==> src/rtl/morph_pkg.sv <==
// Shared types and constants for the binary-image stream stages of the
// multi-target detection pipeline.
package morph_pkg;

    localparam int COORD_W = 10;
    localparam int CNT_W   = 20;

    typedef logic [COORD_W-1:0] coord_t;
    typedef logic [CNT_W-1:0]   cnt_t;

    localparam cnt_t CNT_SAT = 20'hFFFFF;

    typedef enum logic [1:0] {
        IDLE   = 2'd0,
        ACTIVE = 2'd1,
        DONE   = 2'd2
    } state_t;

    // Per-frame bounding-box result, used for both accumulator and output registers.
    typedef struct packed {
        coord_t xmin;
        coord_t xmax;
        coord_t ymin;
        coord_t ymax;
        cnt_t   cnt;
        logic   err;
    } box_t;

endpackage

==> src/rtl/binary_bbox_extractor_if.sv <==
// Binary pixel stream in, per-frame bounding-box result out.
// The stream source is the master; the extractor is the slave.
interface binary_bbox_extractor_if;
    import morph_pkg::*;

    logic   per_frame_vsync;
    logic   per_frame_href;
    logic   per_frame_clken;
    logic   per_img_Bit;

    logic   box_valid;
    logic   box_found;
    coord_t box_xmin;
    coord_t box_xmax;
    coord_t box_ymin;
    coord_t box_ymax;
    cnt_t   box_pix_cnt;
    logic   frame_err;

    modport master (
        output per_frame_vsync, per_frame_href, per_frame_clken, per_img_Bit,
        input  box_valid, box_found, box_xmin, box_xmax, box_ymin, box_ymax,
               box_pix_cnt, frame_err
    );

    modport slave (
        input  per_frame_vsync, per_frame_href, per_frame_clken, per_img_Bit,
        output box_valid, box_found, box_xmin, box_xmax, box_ymin, box_ymax,
               box_pix_cnt, frame_err
    );

endinterface

==> src/rtl/binary_stream_pos_cnt.sv <==
// Sync edge detection and saturating column/row position for a binary
// pixel stream; flags pixels that fall outside the active window.
module binary_stream_pos_cnt
    import morph_pkg::*;
#(
    parameter coord_t HDISP = 10'd640,
    parameter coord_t VDISP = 10'd480
) (
    input  logic   sys_clk,
    input  logic   sys_rst_n,
    input  logic   vsync_i,
    input  logic   href_i,
    input  logic   clken_i,
    input  logic   clear_i,
    input  logic   active_i,
    output coord_t hcnt_o,
    output coord_t vcnt_o,
    output logic   vsync_rise_o,
    output logic   vsync_fall_o,
    output logic   pix_ok_o,
    output logic   pix_err_o
);

    logic   vsync_q, href_q;
    logic   href_fall, pix_acc, h_full, v_full;
    coord_t hcnt_q, hcnt_d, vcnt_q, vcnt_d;

    assign vsync_rise_o = vsync_i & ~vsync_q;
    assign vsync_fall_o = ~vsync_i & vsync_q;
    assign href_fall    = ~href_i & href_q;

    assign pix_acc   = active_i & vsync_i & href_i & clken_i;
    assign h_full    = (hcnt_q == HDISP);
    assign v_full    = (vcnt_q == VDISP);
    assign pix_ok_o  = pix_acc & ~h_full & ~v_full;
    assign pix_err_o = pix_acc & (h_full | v_full);

    assign hcnt_o = hcnt_q;
    assign vcnt_o = vcnt_q;

    always_comb begin
        // NOTE: defaults first so every path assigns both counters; no latches.
        hcnt_d = hcnt_q;
        vcnt_d = vcnt_q;
        if (clear_i) begin
            hcnt_d = '0;
            vcnt_d = '0;
        end else if (active_i) begin
            if (href_fall) begin
                hcnt_d = '0;
                if (!v_full) vcnt_d = vcnt_q + coord_t'(1);
            end else if (pix_acc && !h_full) begin
                hcnt_d = hcnt_q + coord_t'(1);
            end
        end
    end

    always_ff @(posedge sys_clk) begin
        if (!sys_rst_n) begin
            // NOTE: vsync history resets high so a vsync already high at reset
            // release is not mistaken for the start of a frame.
            vsync_q <= 1'b1;
            href_q  <= 1'b0;
            hcnt_q  <= '0;
            vcnt_q  <= '0;
        end else begin
            vsync_q <= vsync_i;
            href_q  <= href_i;
            hcnt_q  <= hcnt_d;
            vcnt_q  <= vcnt_d;
        end
    end

endmodule

==> src/rtl/binary_bbox_extractor.sv <==
// Accumulates the bounding box and set-pixel count of a binary frame and
// publishes the result with a one-cycle valid pulse after vsync falls.
module binary_bbox_extractor
    import morph_pkg::*;
#(
    parameter coord_t IMG_HDISP = 10'd640,
    parameter coord_t IMG_VDISP = 10'd480,
    parameter cnt_t   MIN_PIX   = 20'd16
) (
    input  logic                    sys_clk,
    input  logic                    sys_rst_n,
    binary_bbox_extractor_if.slave  img_if
);

    state_t state_q;
    box_t   acc_q, acc_d, out_q;
    logic   valid_q, found_q;

    logic   vsync_rise, vsync_fall, pix_ok, pix_err;
    coord_t hcnt, vcnt;

    binary_stream_pos_cnt #(
        .HDISP (IMG_HDISP),
        .VDISP (IMG_VDISP)
    ) u_pos_cnt (
        .sys_clk      (sys_clk),
        .sys_rst_n    (sys_rst_n),
        .vsync_i      (img_if.per_frame_vsync),
        .href_i       (img_if.per_frame_href),
        .clken_i      (img_if.per_frame_clken),
        .clear_i      ((state_q == IDLE) && vsync_rise),
        .active_i     (state_q == ACTIVE),
        .hcnt_o       (hcnt),
        .vcnt_o       (vcnt),
        .vsync_rise_o (vsync_rise),
        .vsync_fall_o (vsync_fall),
        .pix_ok_o     (pix_ok),
        .pix_err_o    (pix_err)
    );

    always_comb begin
        acc_d = acc_q;
        if (state_q == IDLE && vsync_rise) begin
            acc_d = '{xmin: IMG_HDISP - coord_t'(1), xmax: '0,
                      ymin: IMG_VDISP - coord_t'(1), ymax: '0,
                      cnt: '0, err: 1'b0};
        end else if (state_q == ACTIVE) begin
            if (pix_err) acc_d.err = 1'b1;
            if (pix_ok && img_if.per_img_Bit) begin
                if (hcnt < acc_q.xmin) acc_d.xmin = hcnt;
                if (hcnt > acc_q.xmax) acc_d.xmax = hcnt;
                if (vcnt < acc_q.ymin) acc_d.ymin = vcnt;
                if (vcnt > acc_q.ymax) acc_d.ymax = vcnt;
                if (acc_q.cnt != CNT_SAT) acc_d.cnt = acc_q.cnt + cnt_t'(1);
            end
        end
    end

    // Results load on the vsync-fall edge so they are visible during DONE.
    always_ff @(posedge sys_clk) begin
        if (!sys_rst_n) begin
            state_q <= IDLE;
            acc_q   <= '0;
            out_q   <= '0;
            valid_q <= 1'b0;
            found_q <= 1'b0;
        end else begin
            acc_q   <= acc_d;
            valid_q <= 1'b0;
            case (state_q)
                IDLE: begin
                    if (vsync_rise) state_q <= ACTIVE;
                end
                ACTIVE: begin
                    if (vsync_fall) begin
                        state_q <= DONE;
                        valid_q <= 1'b1;
                        found_q <= (acc_q.cnt >= MIN_PIX);
                        out_q   <= (acc_q.cnt >= MIN_PIX) ? acc_q :
                                   '{xmin: '0, xmax: '0, ymin: '0, ymax: '0,
                                     cnt: acc_q.cnt, err: acc_q.err};
                    end
                end
                DONE:    state_q <= IDLE;
                default: state_q <= IDLE;
            endcase
        end
    end

    assign img_if.box_valid   = valid_q;
    assign img_if.box_found   = found_q;
    assign img_if.box_xmin    = out_q.xmin;
    assign img_if.box_xmax    = out_q.xmax;
    assign img_if.box_ymin    = out_q.ymin;
    assign img_if.box_ymax    = out_q.ymax;
    assign img_if.box_pix_cnt = out_q.cnt;
    assign img_if.frame_err   = out_q.err;

endmodule

==> src/flat_wrapper.sv <==
// flat-port wrapper written by rule: the top's interface ports become plain ports
module binary_bbox_extractor_flat import morph_pkg::*;
#(
    parameter coord_t IMG_HDISP = 10'd640,
    parameter coord_t IMG_VDISP = 10'd480,
    parameter cnt_t   MIN_PIX   = 20'd16
)
  (sys_clk, sys_rst_n, img_if_per_frame_vsync, img_if_per_frame_href, img_if_per_frame_clken, img_if_per_img_Bit, img_if_box_valid, img_if_box_found, img_if_box_xmin, img_if_box_xmax, img_if_box_ymin, img_if_box_ymax, img_if_box_pix_cnt, img_if_frame_err);
  binary_bbox_extractor_if img_if_i ();
  input  logic sys_clk;
  input  logic sys_rst_n;
  input wire logic [$bits(img_if_i.per_frame_vsync)-1:0] img_if_per_frame_vsync;
  input wire logic [$bits(img_if_i.per_frame_href)-1:0] img_if_per_frame_href;
  input wire logic [$bits(img_if_i.per_frame_clken)-1:0] img_if_per_frame_clken;
  input wire logic [$bits(img_if_i.per_img_Bit)-1:0] img_if_per_img_Bit;
  output wire logic [$bits(img_if_i.box_valid)-1:0] img_if_box_valid;
  output wire logic [$bits(img_if_i.box_found)-1:0] img_if_box_found;
  output wire logic [$bits(img_if_i.box_xmin)-1:0] img_if_box_xmin;
  output wire logic [$bits(img_if_i.box_xmax)-1:0] img_if_box_xmax;
  output wire logic [$bits(img_if_i.box_ymin)-1:0] img_if_box_ymin;
  output wire logic [$bits(img_if_i.box_ymax)-1:0] img_if_box_ymax;
  output wire logic [$bits(img_if_i.box_pix_cnt)-1:0] img_if_box_pix_cnt;
  output wire logic [$bits(img_if_i.frame_err)-1:0] img_if_frame_err;
  assign img_if_i.per_frame_vsync = img_if_per_frame_vsync;
  assign img_if_i.per_frame_href = img_if_per_frame_href;
  assign img_if_i.per_frame_clken = img_if_per_frame_clken;
  assign img_if_i.per_img_Bit = img_if_per_img_Bit;
  assign img_if_box_valid = img_if_i.box_valid;
  assign img_if_box_found = img_if_i.box_found;
  assign img_if_box_xmin = img_if_i.box_xmin;
  assign img_if_box_xmax = img_if_i.box_xmax;
  assign img_if_box_ymin = img_if_i.box_ymin;
  assign img_if_box_ymax = img_if_i.box_ymax;
  assign img_if_box_pix_cnt = img_if_i.box_pix_cnt;
  assign img_if_frame_err = img_if_i.frame_err;
  binary_bbox_extractor #(.IMG_HDISP(IMG_HDISP), .IMG_VDISP(IMG_VDISP), .MIN_PIX(MIN_PIX)) u_core (.sys_clk(sys_clk), .sys_rst_n(sys_rst_n), .img_if(img_if_i));
endmodule
==> config.mk <==
export PLATFORM = sky130hd
export DESIGN_NAME = binary_bbox_extractor_flat
export DESIGN_NICKNAME = d
export VERILOG_FILES = /design/src/rtl/morph_pkg.sv /design/src/rtl/binary_bbox_extractor_if.sv /design/src/rtl/binary_stream_pos_cnt.sv /design/src/rtl/binary_bbox_extractor.sv /design/src/flat_wrapper.sv
export SDC_FILE = /design/constraint.sdc
export NUM_CORES = 1
export LEC_CHECK = 0
export BUFFER_PORTS_ARGS = -buffer_cell sky130_fd_sc_hd__buf_2
export CAP_MARGIN = 30
export CORE_UTILIZATION = 64
export DETAILED_ROUTE_END_ITERATION = 7
export GPL_TIMING_DRIVEN = 1
export PLACE_DENSITY = 0.82
export SETUP_SLACK_MARGIN = 0.02
export SLEW_MARGIN = 20
export SYNTH_ARGS = -nofsm -noshare
export SYNTH_HDL_FRONTEND = slang
export SYNTH_SLANG_ARGS = --single-unit
==> constraint.sdc <==
create_clock -name sys_clk -period 5.8 [get_ports sys_clk]
set_clock_uncertainty 0.1 [all_clocks]
set_input_delay 0.58 -clock sys_clk [delete_from_list [all_inputs] [get_ports sys_clk]]
set_output_delay 0.58 -clock sys_clk [all_outputs]
set_load 0.02 [all_outputs]
Yosys cells after proc, flatten, opt, wreduce, memory -nomap -nowiden
Cells that the tools add are included.
{"block": "totals", "n_memories": 0, "word_cells": 91, "ff_bits": 148, "latch_bits": 0, "mem_bits_rw": 0, "mem_bits_ro": 0}
{"block": "op_classes", "bitwise": 16, "multipliers": 0, "div_mod_pow": 0, "order_cmp": 5, "n_addsub": 3, "n_eq_ne": 6, "shifts": 0, "muxes": 16, "n_reduce_logical": 24}
{"cell": "61-bit two-way mux", "n": 3}
{"cell": "10-bit two-way mux", "n": 6}
{"cell": "60-bit two-way mux", "n": 1}
{"cell": "3-bit AND reduction", "n": 8}
{"cell": "10-bit by 1-bit adder with 10-bit output, second input constant", "n": 2}
{"cell": "20-bit by 1-bit adder with 20-bit output, second input constant", "n": 1}
{"cell": "20-bit by 5-bit greater-or-equal comparator with 1-bit output, second input constant", "n": 1}
{"cell": "10-bit > comparator", "n": 2}
{"cell": "10-bit less-than comparator", "n": 2}
{"cell": "20-bit two-way mux", "n": 1}
{"cell": "20-bit != test, second input constant", "n": 1}
{"cell": "10-bit == test, second input constant", "n": 1}
{"cell": "10-bit by 9-bit == test with 1-bit output, second input constant", "n": 1}
{"cell": "2-bit AND reduction", "n": 5}
{"cell": "2-bit nonzero test", "n": 5}
{"cell": "1-bit AND", "n": 9}
{"cell": "1-bit inverter", "n": 6}
{"cell": "2-bit two-way mux", "n": 2}
{"cell": "2-bit by 1-bit != test with 1-bit output, second input constant", "n": 2}
{"cell": "2-bit case mux with 2 select lines", "n": 1}
{"cell": "1-bit logical AND", "n": 3}
{"cell": "2-bit by 1-bit == test with 1-bit output, second input constant", "n": 1}
{"cell": "2-bit zero test", "n": 1}
{"cell": "1-bit two-way mux", "n": 2}
{"cell": "3 further kinds", "n": 3}

Longest topological paths before layout
{"block": "depth", "ltp_word": 10, "mapped_depth": 8, "depth_no_buf": 7}

By module
A second synthesis with hierarchy kept.
{"block": "hier_totals", "hier_cells": 821, "hier_area_um2": 7312.0}
{"mod": "binary_bbox_extractor", "area_each_um2": 6063.3, "seq_area_each_um2": 2522.4, "cells_per_inst": 678, "instances": 1}
{"mod": "binary_stream_pos_cnt", "area_each_um2": 1248.7, "seq_area_each_um2": 440.4, "cells_per_inst": 143, "instances": 1}

Worst setup path after synthesis
Ideal clock, no wire load.
{"block": "synth_path", "path_kind": "input port to flip-flop", "start": "input port img_if_per_frame_clken", "end": "register u_core.acc_q[31] (netlist bit)", "setup_time_ns": 0.123, "t_arrival_ns": 1.818, "stages": 6, "path_slack_ns": 3.759, "cell_sequence": "nand3_1 -> nor2_4 -> nand4_2 -> or4_1 -> buf_4 -> mux2i_1"}
{"block": "synth_between", "elab_chain_len": 6}
{"element": "from (decl)", "line_no": "flat_wrapper.sv:14", "source": "input wire logic [$bits(img_if_i.per_frame_clken)-1:0] img_if_per_frame_clken;"}
{"element": "1-bit AND", "line_no": "binary_stream_pos_cnt.sv:32", "source": "assign pix_acc = active_i & vsync_i & href_i & clken_i;"}
{"element": "1-bit AND (2 in series)", "line_no": "binary_stream_pos_cnt.sv:35", "source": "assign pix_ok_o = pix_acc & ~h_full & ~v_full;"}
{"element": "1-bit logical AND", "line_no": "binary_bbox_extractor.sv:49", "source": "if (pix_ok && img_if.per_img_Bit) begin"}
{"element": "2-bit nonzero test (no source line)"}
{"element": "3-bit AND reduction (no source line)"}
{"element": "to (signal assigned)", "line_no": "binary_bbox_extractor.sv:63", "source": "acc_q <= '0;"}
{"element": "to (signal assigned)", "line_no": "binary_bbox_extractor.sv:68", "source": "acc_q <= acc_d;"}
{"element": "to (decl)", "line_no": "binary_bbox_extractor.sv:16", "source": "box_t acc_q, acc_d, out_q;"}
No other way between the ends.
A chain may end at the register's enable or synchronous reset.

Worst setup path in the final report
{"block": "layout_path", "start": "register u_core.u_pos_cnt.vcnt_q[0], in the netlist u_core.u_pos_cnt.vcnt_o[0]", "end": "register u_core.acc_q[60] (netlist bit)"}
{"block": "layout_between", "elab_chain_len": 6}
{"element": "from (decl)", "line_no": "binary_stream_pos_cnt.sv:26", "source": "coord_t hcnt_q, hcnt_d, vcnt_q, vcnt_d;"}
{"element": "from (signal assigned)", "line_no": "binary_stream_pos_cnt.sv:70", "source": "vcnt_q <= vcnt_d;"}
{"element": "10-bit by 9-bit == test with 1-bit output", "line_no": "binary_stream_pos_cnt.sv:34", "source": "assign v_full = (vcnt_q == VDISP);"}
{"element": "1-bit inverter (no source line)"}
{"element": "1-bit AND", "line_no": "binary_stream_pos_cnt.sv:35"}
{"element": "1-bit logical AND", "line_no": "binary_bbox_extractor.sv:49"}
{"element": "2-bit nonzero test (no source line)"}
{"element": "3-bit AND reduction (no source line)"}
No other way between the ends.

==> results.toml <==
[sta]
max_slew_margin_pct = 45.5
finalMaxSlewViolations = 0
max_freq_mhz = 374
fin_crit_ns = 2.67
fin_tns_setup_ns = 0
tightest_slew_ns = 0.818
finalHoldViolations = 0
fin_crit_sh_pct = 46.1
finalSetupViolCount = 0
rsz0062_at_grt = "no"

[floorplan]
dieArea_sq_um = 11500
fp.dieH_um = 107
std_cell_rows = 38
core_area_sq_um = 10800
io_pins = 69
die_x_um = 107
start_util_pct = 65.6

[power_and_ir_drop]
p_clk_share_pct = 47.2
p_leak_nw = 3.04
power.share.combinational_pct = 3.0
p_int_w = 0.00163
cellPowerDensity_nw_per_um2 = 258
switching_share_pct = 21.4
vdd_ir_drop_max_mv = 0.204
seq_power_share_pct = 49.8
p_sw_w = 0.000443

[clock_network]
cts.sinks = 148
tritoncts = "built"
cts_resized = 0
cts_buffer_depth = 2
cts_root_buf = "clkbuf_8"
clock_latency_ns = 0.54
htreeDepth = 4
clk_pin_slew_ns = 0.06
cts_buffers = 17
hold_buffers = 0
cts_setup_buffers = 0

[synthesis]
synth_area_leaders = "dfxtp_1 42%, ha_1 7.8%, nand2_1 6.4%, mux2i_1 5.8%, a22oi_1 4.2%"
yosysTopAreaCell = "dfxtp_1"
syn_avg_cell_area_sq_um = 8.68
synth_edf_count = 0
ys_types = 52
synthCells = 816
synth_top_area_share_pct = 41.8
async_reset_ff_share_pct = 0
synth_flop_cell = "dfxtp_1"
syn-cell-area_sq_um = 7080
synth_nets = 866
synth-seq-cells = 148
yosys_warnings = 0
seq_area_frac_synth_pct = 41.8

[global_route]
grt_max_degree = 102
grt_pass1_wl_mm = 26.4
grt_pass1_vias = 5758
track_usage_pct = 28.9
overflow = 0
antenna_found_initial = 0

[setup_path]
arrival_ns = 3.03
cp_data_required_time_ns = 6.16
critPathKind = "flip-flop to flip-flop"
cp_max_fo = 10
worst_setup_path_start_kind = "flip-flop"
cp-end-kind = "flip-flop"
r2r_slack_ns = 3.13
crit_start = "u_core.u_pos_cnt.vcnt_o[0]$_SDFFE_PP0P_"
regToRegStartpoint = "u_core.u_pos_cnt.vcnt_o[0]$_SDFFE_PP0P_"

[place]
postPlaceCellArea_sq_um = 7460
dp_hpwl_mm = 10.5
gp_congestion = 0.879
port_buffers = 68

[routing]
ant_nets = 0
viasPerCell = 6.00
drt_first_pass_iters = 5
route.detailed.drc = 0
drt_wl_total_mm = 15.8
drt-wirelength-per-cell_um = 15.6
via_count = 6089
dr.first_iter.drc_count = 421

[hold_path]
worstHoldStart = "img_if_per_frame_href"
worst_hold_path_type = "input port to flip-flop"

[status]
status = "finished, final reports clean"

[cells_and_area]
syn2layout_area_growth_pct = 13.2
num-nets-final = 913
finish.instance_area_sq_um = 8020
drive_gt1_share_pct = 13.4
diodes = 0

[flow_run]
cap_violations = 0
## per-layer routing
metal | GRT usage (%) | vias up | wire length [um] | part of all wire (%)
met1 | 35.9 | 2911 | 7060 | 45
met3 | 5.65 | 37 | 780 | 4.9
met4 | 14.2 | 0 | 380 | 2.4
li1 | - | 2958 | - | -
met5 | 0 | - | 0 | 0
met2 | 47.7 | 183 | 7610 | 48
## worst max-delay path, cell delays in order, from the launching register on
cell and delay (ns):
dfxtp_1 0.45, inv_1 0.12, ha_1 0.23, nand4b_1 0.16, nand4_2 0.33, or4_1 0.91, mux2i_1 0.28
## cell families after synthesis
family | count (synthesis) | share of synthesized area [%]
buffers and inverters | 98 | 5.51
adder cells (fa/ha/maj) | 44 | 7.77
AO/OA/AOI/OAI | 172 | 15.4
AND/OR/NAND/NOR | 302 | 22.3
flip-flops | 148 | 41.8
XOR/XNOR | 11 | 1.36
multiplexers | 41 | 5.79
## cell type report
type | instances | area [sq um]
clock buffers | 24 | 460
clock inverters | 6 | 55.1
fillers | 774 | 2770
inverters | 49 | 184
multi-input cells | 570 | 3750
flip-flops and latches | 148 | 2960
well taps | 140 | 175
repair buffers | 77 | 428
## layout by cell type (no fill, tap or decap), types with 21 or more instances in the layout
cell,netlist,routed
nor2_1,23,22
buf_2,11,68
nand2_1,120,120
ha_1,44,44
mux2i_1,41,41
a21boi_0,21,21
dfxtp_1,148,148
a22oi_1,40,40
nor2b_1,44,43
a21oi_1,42,42
inv_1,49,49
o21ai_0,40,40
## flip-flops by register name, indices dropped and copies added, names as in the netlist
signal                     count
u_core.img_if.box_xmax        10
u_core.img_if.box_found        1
u_core.img_if.box_xmin        10
u_core.img_if.box_ymax        10
u_core.img_if.box_pix_cnt     20
u_core.u_pos_cnt.hcnt_o       10
u_core.img_if.box_ymin        10
u_core.u_pos_cnt.href_q        1
u_core.u_pos_cnt.vcnt_o       10
u_core.state_q                 2
u_core.img_if.box_valid        1
u_core.img_if.frame_err        1
u_core.acc_q                  61
u_core.u_pos_cnt.vsync_q       1
## cells in the mapped netlist (2+ instances only)
cell type,instances
nand2_1,120
nand4_1,17
o31ai_1,10
a311oi_1,2
and3b_1,2
a211oi_1,3
o211ai_1,2
xor2_1,10
nor3_1,7
and2_1,5
nand2b_1,7
clkbuf_1,35
nor2_1,23
a31oi_1,2
and4_1,5
buf_2,11
dfxtp_1,148
buf_4,2
nand3_1,20
ha_1,44
or4_1,14
inv_1,49
nor4_1,6
or3_1,12
a21boi_0,21
and3_1,7
a22oi_1,40
nor2b_1,44
mux2i_1,41
a21oi_1,42
o21ai_0,40
a21o_1,4
o21bai_1,2
## final timing paths
path / cells after the start / end
max: 6 / u_core.acc_q[60]$_SDFFE_PN0P_
min: 2 / u_core.u_pos_cnt.href_q$_SDFF_PN0_
max reg2reg: 6 / u_core.acc_q[60]$_SDFFE_PN0P_
min reg2reg: 2 / u_core.img_if.box_pix_cnt[5]$_SDFFE_PN0P_
## through the flow
| stage | cells | util, % | total power (W) | hold WS (ns) | setup slack, ns |
|---|---|---|---|---|---|
| finish | 1014 | 74.3 | 0.00207 | 0.181 | 3.13 |
| global route | 1014 | 74.3 | 0.00213 | 0.211 | 2.99 |
| CTS | 1011 | 73.9 | 0.00208 | 0.169 | 2.37 |
| detailed placement | 981 | 69.1 | 0.00111 | 0.356 | 2.27 |
| global placement | 981 | 69.1 | 0.00111 | 0.349 | 2.43 |
| floorplan | 816 | - | 0.00110 | 0.337 | 3.76 |
## power groups by stage
| stage | clock network [W] | logic (W) | registers, W |
|---|---|---|---|
| after detailed placement | 0 | 0.0000615 | 0.00105 |
| after CTS | 0.000983 | 0.0000621 | 0.00103 |
| after global placement | 0 | 0.0000584 | 0.00105 |
| after global routing | 0.00103 | 0.0000696 | 0.00103 |
| final | 0.000977 | 0.0000625 | 0.00103 |
| after floorplan | 0 | 0.0000472 | 0.00105 |
Power figures use the tool's default switching activity.
